<file path="config.mk">
export PLATFORM = sky130hd
export DESIGN_NAME = stream_alu_flat
export DESIGN_NICKNAME = d
export VERILOG_FILES = /design/src/rtl/config_pkg.sv /design/src/rtl/stream_alu_if.sv /design/src/rtl/alu_div_iter.sv /design/src/rtl/stream_alu.sv /design/src/flat_wrapper.sv
export SDC_FILE = /design/constraint.sdc
export NUM_CORES = 2
export LEC_CHECK = 0
export BUFFER_PORTS_ARGS = -buffer_cell sky130_fd_sc_hd__buf_4
export CAP_MARGIN = 20
export CORE_MARGIN = 2
export CORE_UTILIZATION = 40
export CTS_BUF_LIST = sky130_fd_sc_hd__clkbuf_8
export DETAILED_ROUTE_END_ITERATION = 16
export RECOVER_POWER = 25
export SYNTH_ARGS = -nofsm -noshare
export SYNTH_HDL_FRONTEND = slang
export SYNTH_SLANG_ARGS = --single-unit
</file>
<file path="constraint.sdc">
create_clock -name clk -period 7.9 [get_ports clk]
set_clock_uncertainty 0.2 [all_clocks]
set_input_delay 0.395 -clock clk [delete_from_list [all_inputs] [get_ports clk]]
set_output_delay 0.395 -clock clk [all_outputs]
set_load 0.02 [all_outputs]
</file>
<file path="src/rtl/config_pkg.sv">
// Shared opcodes, FSM state type and packet constants for the stream ALU.
package config_pkg;
  localparam logic [7:0] OP_ECHO = 8'hEC;
  localparam logic [7:0] OP_ADD  = 8'hAD;
  localparam logic [7:0] OP_MUL  = 8'hAC;
  localparam logic [7:0] OP_DIV  = 8'hD1;
  localparam int         HDR_LEN = 4;

  typedef enum logic [3:0] {
    S_HDR0, S_HDR1, S_HDR2, S_HDR3, S_OPND, S_DIVW, S_EMIT, S_ECHO, S_DRAIN
  } alu_state_e;

  function automatic logic is_arith(input logic [7:0] op);
    return (op == OP_ADD) || (op == OP_MUL) || (op == OP_DIV);
  endfunction
endpackage

</file>
<file path="src/rtl/stream_alu_if.sv">
// Byte-stream in/out handshakes plus busy flag between UART RX, ALU and UART TX.
interface stream_alu_if;
  logic [7:0] in_data_i;
  logic       in_valid_i;
  logic       in_ready_o;
  logic [7:0] out_data_o;
  logic       out_valid_o;
  logic       out_ready_i;
  logic       busy_o;

  modport slave  (input  in_data_i, in_valid_i, out_ready_i,
                  output in_ready_o, out_data_o, out_valid_o, busy_o);
  modport master (output in_data_i, in_valid_i, out_ready_i,
                  input  in_ready_o, out_data_o, out_valid_o, busy_o);
endinterface

</file>
<file path="src/rtl/alu_div_iter.sv">
// Restoring divider, one quotient bit per cycle; done/quotient are valid in the
// DATA_W-th cycle after start. A zero divisor yields an all-ones quotient.
module alu_div_iter #(
  parameter int DATA_W = 32
) (
  input  logic              clk,
  input  logic              rst,
  input  logic              start,
  input  logic [DATA_W-1:0] dividend,
  input  logic [DATA_W-1:0] divisor,
  output logic              done,
  output logic [DATA_W-1:0] quotient
);
  localparam int CNT_W = $clog2(DATA_W + 1);

  logic [DATA_W-1:0] rem_q, rem_d, q_q, q_d, div_q, div_d;
  logic [CNT_W-1:0]  cnt_q, cnt_d;
  logic [DATA_W:0]   rem_sh, diff;
  logic              ge;
  logic [DATA_W-1:0] rem_nxt, q_nxt;

  always_comb begin
    rem_sh  = {rem_q, q_q[DATA_W-1]};
    diff    = rem_sh - {1'b0, div_q};
    ge      = !diff[DATA_W];
    rem_nxt = ge ? diff[DATA_W-1:0] : rem_sh[DATA_W-1:0];
    q_nxt   = {q_q[DATA_W-2:0], ge};
    rem_d = rem_q;
    q_d   = q_q;
    div_d = div_q;
    cnt_d = cnt_q;
    if (start) begin
      rem_d = '0;
      q_d   = dividend;
      div_d = divisor;
      cnt_d = CNT_W'(DATA_W);
    end else if (cnt_q != '0) begin
      rem_d = rem_nxt;
      q_d   = q_nxt;
      cnt_d = cnt_q - 1'b1;
    end
  end

  // Last step is exposed combinationally so the caller spends exactly DATA_W cycles.
  assign done     = (cnt_q == CNT_W'(1));
  assign quotient = (div_q == '0) ? '1 : q_nxt;

  always_ff @(posedge clk) begin
    if (!rst) begin
      rem_q <= '0; q_q <= '0; div_q <= '0; cnt_q <= '0;
    end else begin
      rem_q <= rem_d; q_q <= q_d; div_q <= div_d; cnt_q <= cnt_d;
    end
  end
endmodule

</file>
<file path="src/rtl/stream_alu.sv">
// Packet parser + accumulator: ADD/MUL/DIV reduce little-endian operands to one
// result sent LSB first, ECHO forwards payload, unknown opcodes drain it.
module stream_alu
  import config_pkg::*;
#(
  parameter int DATA_W = 32
) (
  input  logic         clk,
  input  logic         rst,
  stream_alu_if.slave  bus
);
  localparam int BYTES_W = DATA_W / 8;
  localparam int BC_W    = (BYTES_W > 1) ? $clog2(BYTES_W) : 1;

  alu_state_e        state_q, state_d;
  logic [7:0]        op_q, op_d, out_data_q, out_data_d;
  logic [15:0]       len_q, len_d, len_hdr;
  logic [DATA_W-1:0] opnd_q, opnd_d, acc_q, acc_d, opnd_nxt, res, acc_sh;
  logic [BC_W-1:0]   bcnt_q, bcnt_d, ecnt_q, ecnt_d;
  logic              first_q, first_d, last_q, last_d, out_valid_q, out_valid_d;
  logic              init_q, en, in_rdy, take, last_byte, opnd_done, emit;
  logic              div_start, div_done;
  logic [DATA_W-1:0] div_quot;

  alu_div_iter #(.DATA_W(DATA_W)) u_div (
    .clk(clk), .rst(rst), .start(div_start), .dividend(acc_q),
    .divisor(opnd_nxt), .done(div_done), .quotient(div_quot)
  );

  // Outputs stay quiet during reset and for the first cycle after it.
  assign en = rst & init_q;

  always_comb begin
    in_rdy = 1'b0;
    case (state_q)
      S_HDR0, S_HDR1, S_HDR2, S_HDR3, S_OPND, S_DRAIN: in_rdy = 1'b1;
      // Never take a byte beyond the end of the echoed payload.
      S_ECHO:  in_rdy = (len_q != '0) && (!out_valid_q || bus.out_ready_i);
      default: in_rdy = 1'b0;
    endcase
    in_rdy = in_rdy & en;
  end

  assign take      = in_rdy & bus.in_valid_i;
  assign len_hdr   = {bus.in_data_i, len_q[7:0]};
  assign opnd_nxt  = opnd_q | (DATA_W'(bus.in_data_i) << (8 * bcnt_q));
  assign last_byte = (len_q == 16'd1);
  assign opnd_done = last_byte || (bcnt_q == BC_W'(BYTES_W - 1));
  assign acc_sh    = acc_q >> 8;

  always_comb begin
    state_d = state_q; op_d = op_q; len_d = len_q; opnd_d = opnd_q;
    bcnt_d = bcnt_q; acc_d = acc_q; first_d = first_q; last_d = last_q;
    out_data_d = out_data_q; out_valid_d = out_valid_q; ecnt_d = ecnt_q;
    div_start = 1'b0; res = acc_q; emit = 1'b0;
    case (state_q)
      S_HDR0: if (take) begin op_d = bus.in_data_i; state_d = S_HDR1; end
      S_HDR1: if (take) state_d = S_HDR2;
      S_HDR2: if (take) begin len_d = {8'h00, bus.in_data_i}; state_d = S_HDR3; end
      S_HDR3: if (take) begin
        len_d = len_hdr; bcnt_d = '0; opnd_d = '0; first_d = 1'b1;
        res = (op_q == OP_MUL) ? DATA_W'(1) : '0;
        acc_d = res;
        if (len_hdr == '0) begin
          emit    = is_arith(op_q);
          state_d = S_HDR0;
        end else if (op_q == OP_ECHO) state_d = S_ECHO;
        else if (is_arith(op_q))      state_d = S_OPND;
        else                          state_d = S_DRAIN;
      end
      S_OPND: if (take) begin
        len_d = len_q - 16'd1; opnd_d = opnd_nxt; bcnt_d = bcnt_q + 1'b1;
        if (opnd_done) begin
          opnd_d = '0; bcnt_d = '0; first_d = 1'b0;
          if (op_q == OP_DIV && !first_q) begin
            div_start = 1'b1; last_d = last_byte; state_d = S_DIVW;
          end else begin
            case (op_q)
              OP_ADD:  res = acc_q + opnd_nxt;
              OP_MUL:  res = acc_q * opnd_nxt;
              default: res = opnd_nxt;
            endcase
            acc_d = res;
            emit  = last_byte;
          end
        end
      end
      S_DIVW: if (div_done) begin
        res = div_quot; acc_d = res;
        if (last_q) emit = 1'b1;
        else        state_d = S_OPND;
      end
      S_EMIT: if (bus.out_ready_i) begin
        if (ecnt_q == '0) begin
          out_valid_d = 1'b0; state_d = S_HDR0;
        end else begin
          acc_d = acc_sh; out_data_d = acc_sh[7:0]; ecnt_d = ecnt_q - 1'b1;
        end
      end
      S_ECHO: begin
        if (take) begin
          out_data_d = bus.in_data_i; out_valid_d = 1'b1; len_d = len_q - 16'd1;
        end else if (bus.out_ready_i) out_valid_d = 1'b0;
        if (len_q == '0 && (!out_valid_q || bus.out_ready_i)) begin
          out_valid_d = 1'b0; state_d = S_HDR0;
        end
      end
      S_DRAIN: if (take) begin
        len_d = len_q - 16'd1;
        if (last_byte) state_d = S_HDR0;
      end
      default: state_d = S_HDR0;
    endcase
    if (emit) begin
      state_d = S_EMIT; acc_d = res; out_valid_d = 1'b1;
      out_data_d = res[7:0]; ecnt_d = BC_W'(BYTES_W - 1);
    end
  end

  always_ff @(posedge clk) begin
    if (!rst) begin
      state_q <= S_HDR0; op_q <= '0; len_q <= '0; opnd_q <= '0; bcnt_q <= '0;
      acc_q <= '0; first_q <= 1'b0; last_q <= 1'b0; out_data_q <= '0;
      out_valid_q <= 1'b0; ecnt_q <= '0; init_q <= 1'b0;
    end else begin
      state_q <= state_d; op_q <= op_d; len_q <= len_d; opnd_q <= opnd_d;
      bcnt_q <= bcnt_d; acc_q <= acc_d; first_q <= first_d; last_q <= last_d;
      out_data_q <= out_data_d; out_valid_q <= out_valid_d; ecnt_q <= ecnt_d;
      init_q <= 1'b1;
    end
  end

  assign bus.in_ready_o  = in_rdy;
  assign bus.out_valid_o = en & out_valid_q;
  assign bus.out_data_o  = en ? out_data_q : 8'h00;
  assign bus.busy_o      = en & (state_q != S_HDR0);
endmodule

</file>
<file path="src/flat_wrapper.sv">
// flat-port wrapper written by rule: the top's interface ports become plain ports
module stream_alu_flat import config_pkg::*;
#(
  parameter int DATA_W = 32
)
  (clk, rst, bus_in_data_i, bus_in_valid_i, bus_out_ready_i, bus_in_ready_o, bus_out_data_o, bus_out_valid_o, bus_busy_o);
  stream_alu_if bus_i ();
  input  logic clk;
  input  logic rst;
  input wire logic [$bits(bus_i.in_data_i)-1:0] bus_in_data_i;
  input wire logic [$bits(bus_i.in_valid_i)-1:0] bus_in_valid_i;
  input wire logic [$bits(bus_i.out_ready_i)-1:0] bus_out_ready_i;
  output wire logic [$bits(bus_i.in_ready_o)-1:0] bus_in_ready_o;
  output wire logic [$bits(bus_i.out_data_o)-1:0] bus_out_data_o;
  output wire logic [$bits(bus_i.out_valid_o)-1:0] bus_out_valid_o;
  output wire logic [$bits(bus_i.busy_o)-1:0] bus_busy_o;
  assign bus_i.in_data_i = bus_in_data_i;
  assign bus_i.in_valid_i = bus_in_valid_i;
  assign bus_i.out_ready_i = bus_out_ready_i;
  assign bus_in_ready_o = bus_i.in_ready_o;
  assign bus_out_data_o = bus_i.out_data_o;
  assign bus_out_valid_o = bus_i.out_valid_o;
  assign bus_busy_o = bus_i.busy_o;
  stream_alu #(.DATA_W(DATA_W)) u_core (.clk(clk), .rst(rst), .bus(bus_i));
endmodule
</file>
==> results.cfg <==
[status]
outcome = complete, but fails checks
violations = capacitance limit, slew limit

[final_layout]
instances_no_fill = 4719
post-route-util_pct = 46.6
final_layout_size_suffix_gt1_share_pct = 13.6
final_cell_mix = inv_1 (447), fa_1 (396), nand2_1 (365)
final_common_cell = inv_1
areaGrowthSynthToFinish_pct = 15.3
final_nets = 4341
finalInstanceArea_mm2 = 0.0340

[floorplanning]
die-area_mm2 = 0.0760
fp.dieH_um = 276
die_x_um = 276
coreArea_mm2 = 0.0730
initial_core_util_pct = 40.4
rows = 99
ios = 23

[sta]
setup_violations = 0
hold_viol = 0
timing.final.ws_setup_ps = 179
worst_pin_slew_ps = 2800
max-slew-margin-rel_pct = -87.1
max_freq_mhz = 130
fin_crit_sh_pct = 97.7
report.final.slew_viol_count = 32
rsz0062_at_grt = yes
min_period_ps = 7720
hold_slack_ps = 69.5

[cts]
cts_buffers = 39
worstSkewPairLatency_ps = 570
cts_sinks = 210
cts-root-buf = clkbuf_8
cts_tree = done
path_clk_slew_ps = 70
ctsHtreeMaxLevel = 2
clock_path_buffers = 3

[place]
pre_cts_slack_ps = -314
portBuffers = 22
dpl.hpwl_mm = 78.6
dp_cells = 4614
routabilityCongestion = 0.966
place_area_mm2 = 0.0323

[logic_synthesis]
yosysUniqueCellTypes = 83
synth.area.top_cells = fa_1 (28%), dfxtp_1 (14%), ha_1 (8.1%)
yosys.area.top_type = fa_1
synth_seq_cells = 210
netlist_area_mm2 = 0.0295
syn_avg_cell_area_um2 = 8.22
synth_edf_count = 0
synth_flop_cell = dfxtp_1
syn_nets = 4202
synthCells = 3588
yosys_warnings = 0
synth_top_area_share_pct = 27.8
async_flop_share_pct = 0
yosysSeqAreaShare_pct = 14.2

[min_path]
hp-start = rst
min_path_type = in -> reg

[worst_setup_path]
startpoint = u_core.bcnt_q[1]
critPathCaptureType = flip-flop
cpMostUsedCell = fa_1
arrival_ps = 7940
cp_max_fo = 11
start_kind = flip-flop
r2r_start = u_core.bcnt_q[1]
cpMaxStageDelayCell = fa_2
cp_slowest_stage_delay_ps = 570
cp.required_ps = 8120
path_class = reg -> reg

[detailed_routing]
drc_errors = 0
antenna_left = 0
routed_wl_mm = 102
drtPass1Iterations = 6
wl_per_cell_um = 21.7
vias = 26063
drt-initial-drc-count = 2524
drt-vias-per-instance = 5.52

[grt]
antenna_found_initial = 4
grt_overflow = 0
grt_pass1_vias = 26171
grt_usage_pct = 27.0
grt_max_degree = 80
grt_pass1_wl_mm = 156

[power]
power.density_mw_per_mm2 = 117
ir_drop_uv = 192
p_leak_nw = 15.9

[run]
maxCapViolCount = 1
[worst max-delay path: cells and delay by family, from the launching register on]
kind	cells	cell delay (ps)
fa+ha+maj	9	4300
compound gates	7	1180
flops	1	360
xor+xnor	1	100
simple gates	3	570
buf+inv	7	860
[state kept, by name (all words and copies together), names as in the netlist]
signal              count
u_core.first_q          1
u_core.out_data_q       8
u_core.u_div.div_q     32
u_core.u_div.cnt_q      6
u_core.out_valid_q      1
u_core.last_q           1
u_core.len_q           16
u_core.acc_q           32
u_core.u_div.rem_q     32
u_core.ecnt_q           2
u_core.bcnt_q           2
u_core.init_q           1
u_core.opnd_q          32
u_core.op_q             8
u_core.state_q          4
u_core.u_div.q_q       32
[power breakdown]
| part | leakage, nW | internal [W] | switching, W |
|---|---|---|---|
| Clock | 0.481 | 0.000681 | 0.000511 |
| Sequential | 1.70 | 0.00113 | 0.0000622 |
| Combinational | 13.7 | 0.000698 | 0.000884 |
[per-stage QoR]
| stage | TNS [ps] | power [W] |
|---|---|---|
| 3_5_place_dp | -1820 | 0.00277 |
| 5_1_grt | -213 | 0.00422 |
| 4_1_cts | 0 | 0.00396 |
| 6_report | 0 | 0.00397 |
| 2_1_floorplan | 0 | 0.00242 |
| 3_3_place_gp | -970 | 0.00275 |
[synthesized netlist by cell type, drive strengths merged, types with 40 or more instances]
cell	count
a21o	48
nand2	368
dfxtp	210
o21ai	186
xnor2	77
inv	460
fa	410
a21oi	248
a211oi	60
nor2	293
clkbuf	199
xor2	47
mux2i	78
nor3	40
and2	283
ha	192
[path summary, 6_finish.rpt]
kind | to | depth (start not counted) | slack [ps]
worst max register to register | u_core.acc_q[31] | 27 | 180
worst max-delay path | u_core.acc_q[31] | 27 | 180
worst min-delay path | u_core.init_q | 1 | 70
worst min register to register | u_core.opnd_q[31] | 2 | 260
[per-layer routing]
metal / GRT usage (%) / vias to the layer above / share of wire [%] / routed length (um)
met5: 0 / - / 0 / 0
met4: 10.7 / 0 / 4.4 / 4460
met3: 3.98 / 213 / 8.3 / 8500
met2: 43.8 / 1006 / 46 / 46700
met1: 36.4 / 12905 / 42 / 42600
li1: - / 11939 / - / -
[logic make-up after synthesis]
logic type | synth area share [%]
buffers and inverters | 8.83
multiplexers | 2.72
flip-flops | 14.2
AND/OR/NAND/NOR | 18.6
adder cells (fa/ha/maj) | 36.0
XOR/XNOR | 4.14
AO/OA/AOI/OAI | 15.6
[area by class of cell]
class                   count  area (um2)
inverters                 461        1750
well taps                 959        1200
clock inverters            21         198
clock buffers              48         661
repair buffers            323        2770
fillers                  7220       38900
flip-flops and latches    210        4210
multi-input cells        2692       23200
diodes                      5        12.5
[repair_timing]
action	CTS	global route
pin swaps	1	71
gates resized for setup	20	140
endpoints found under the hold margin	2	0
setup buffers	0	25
hold buffers	1	0
gates cloned	0	4
endpoints found under the setup margin	8	15
(Power assumes the default switching activity.)
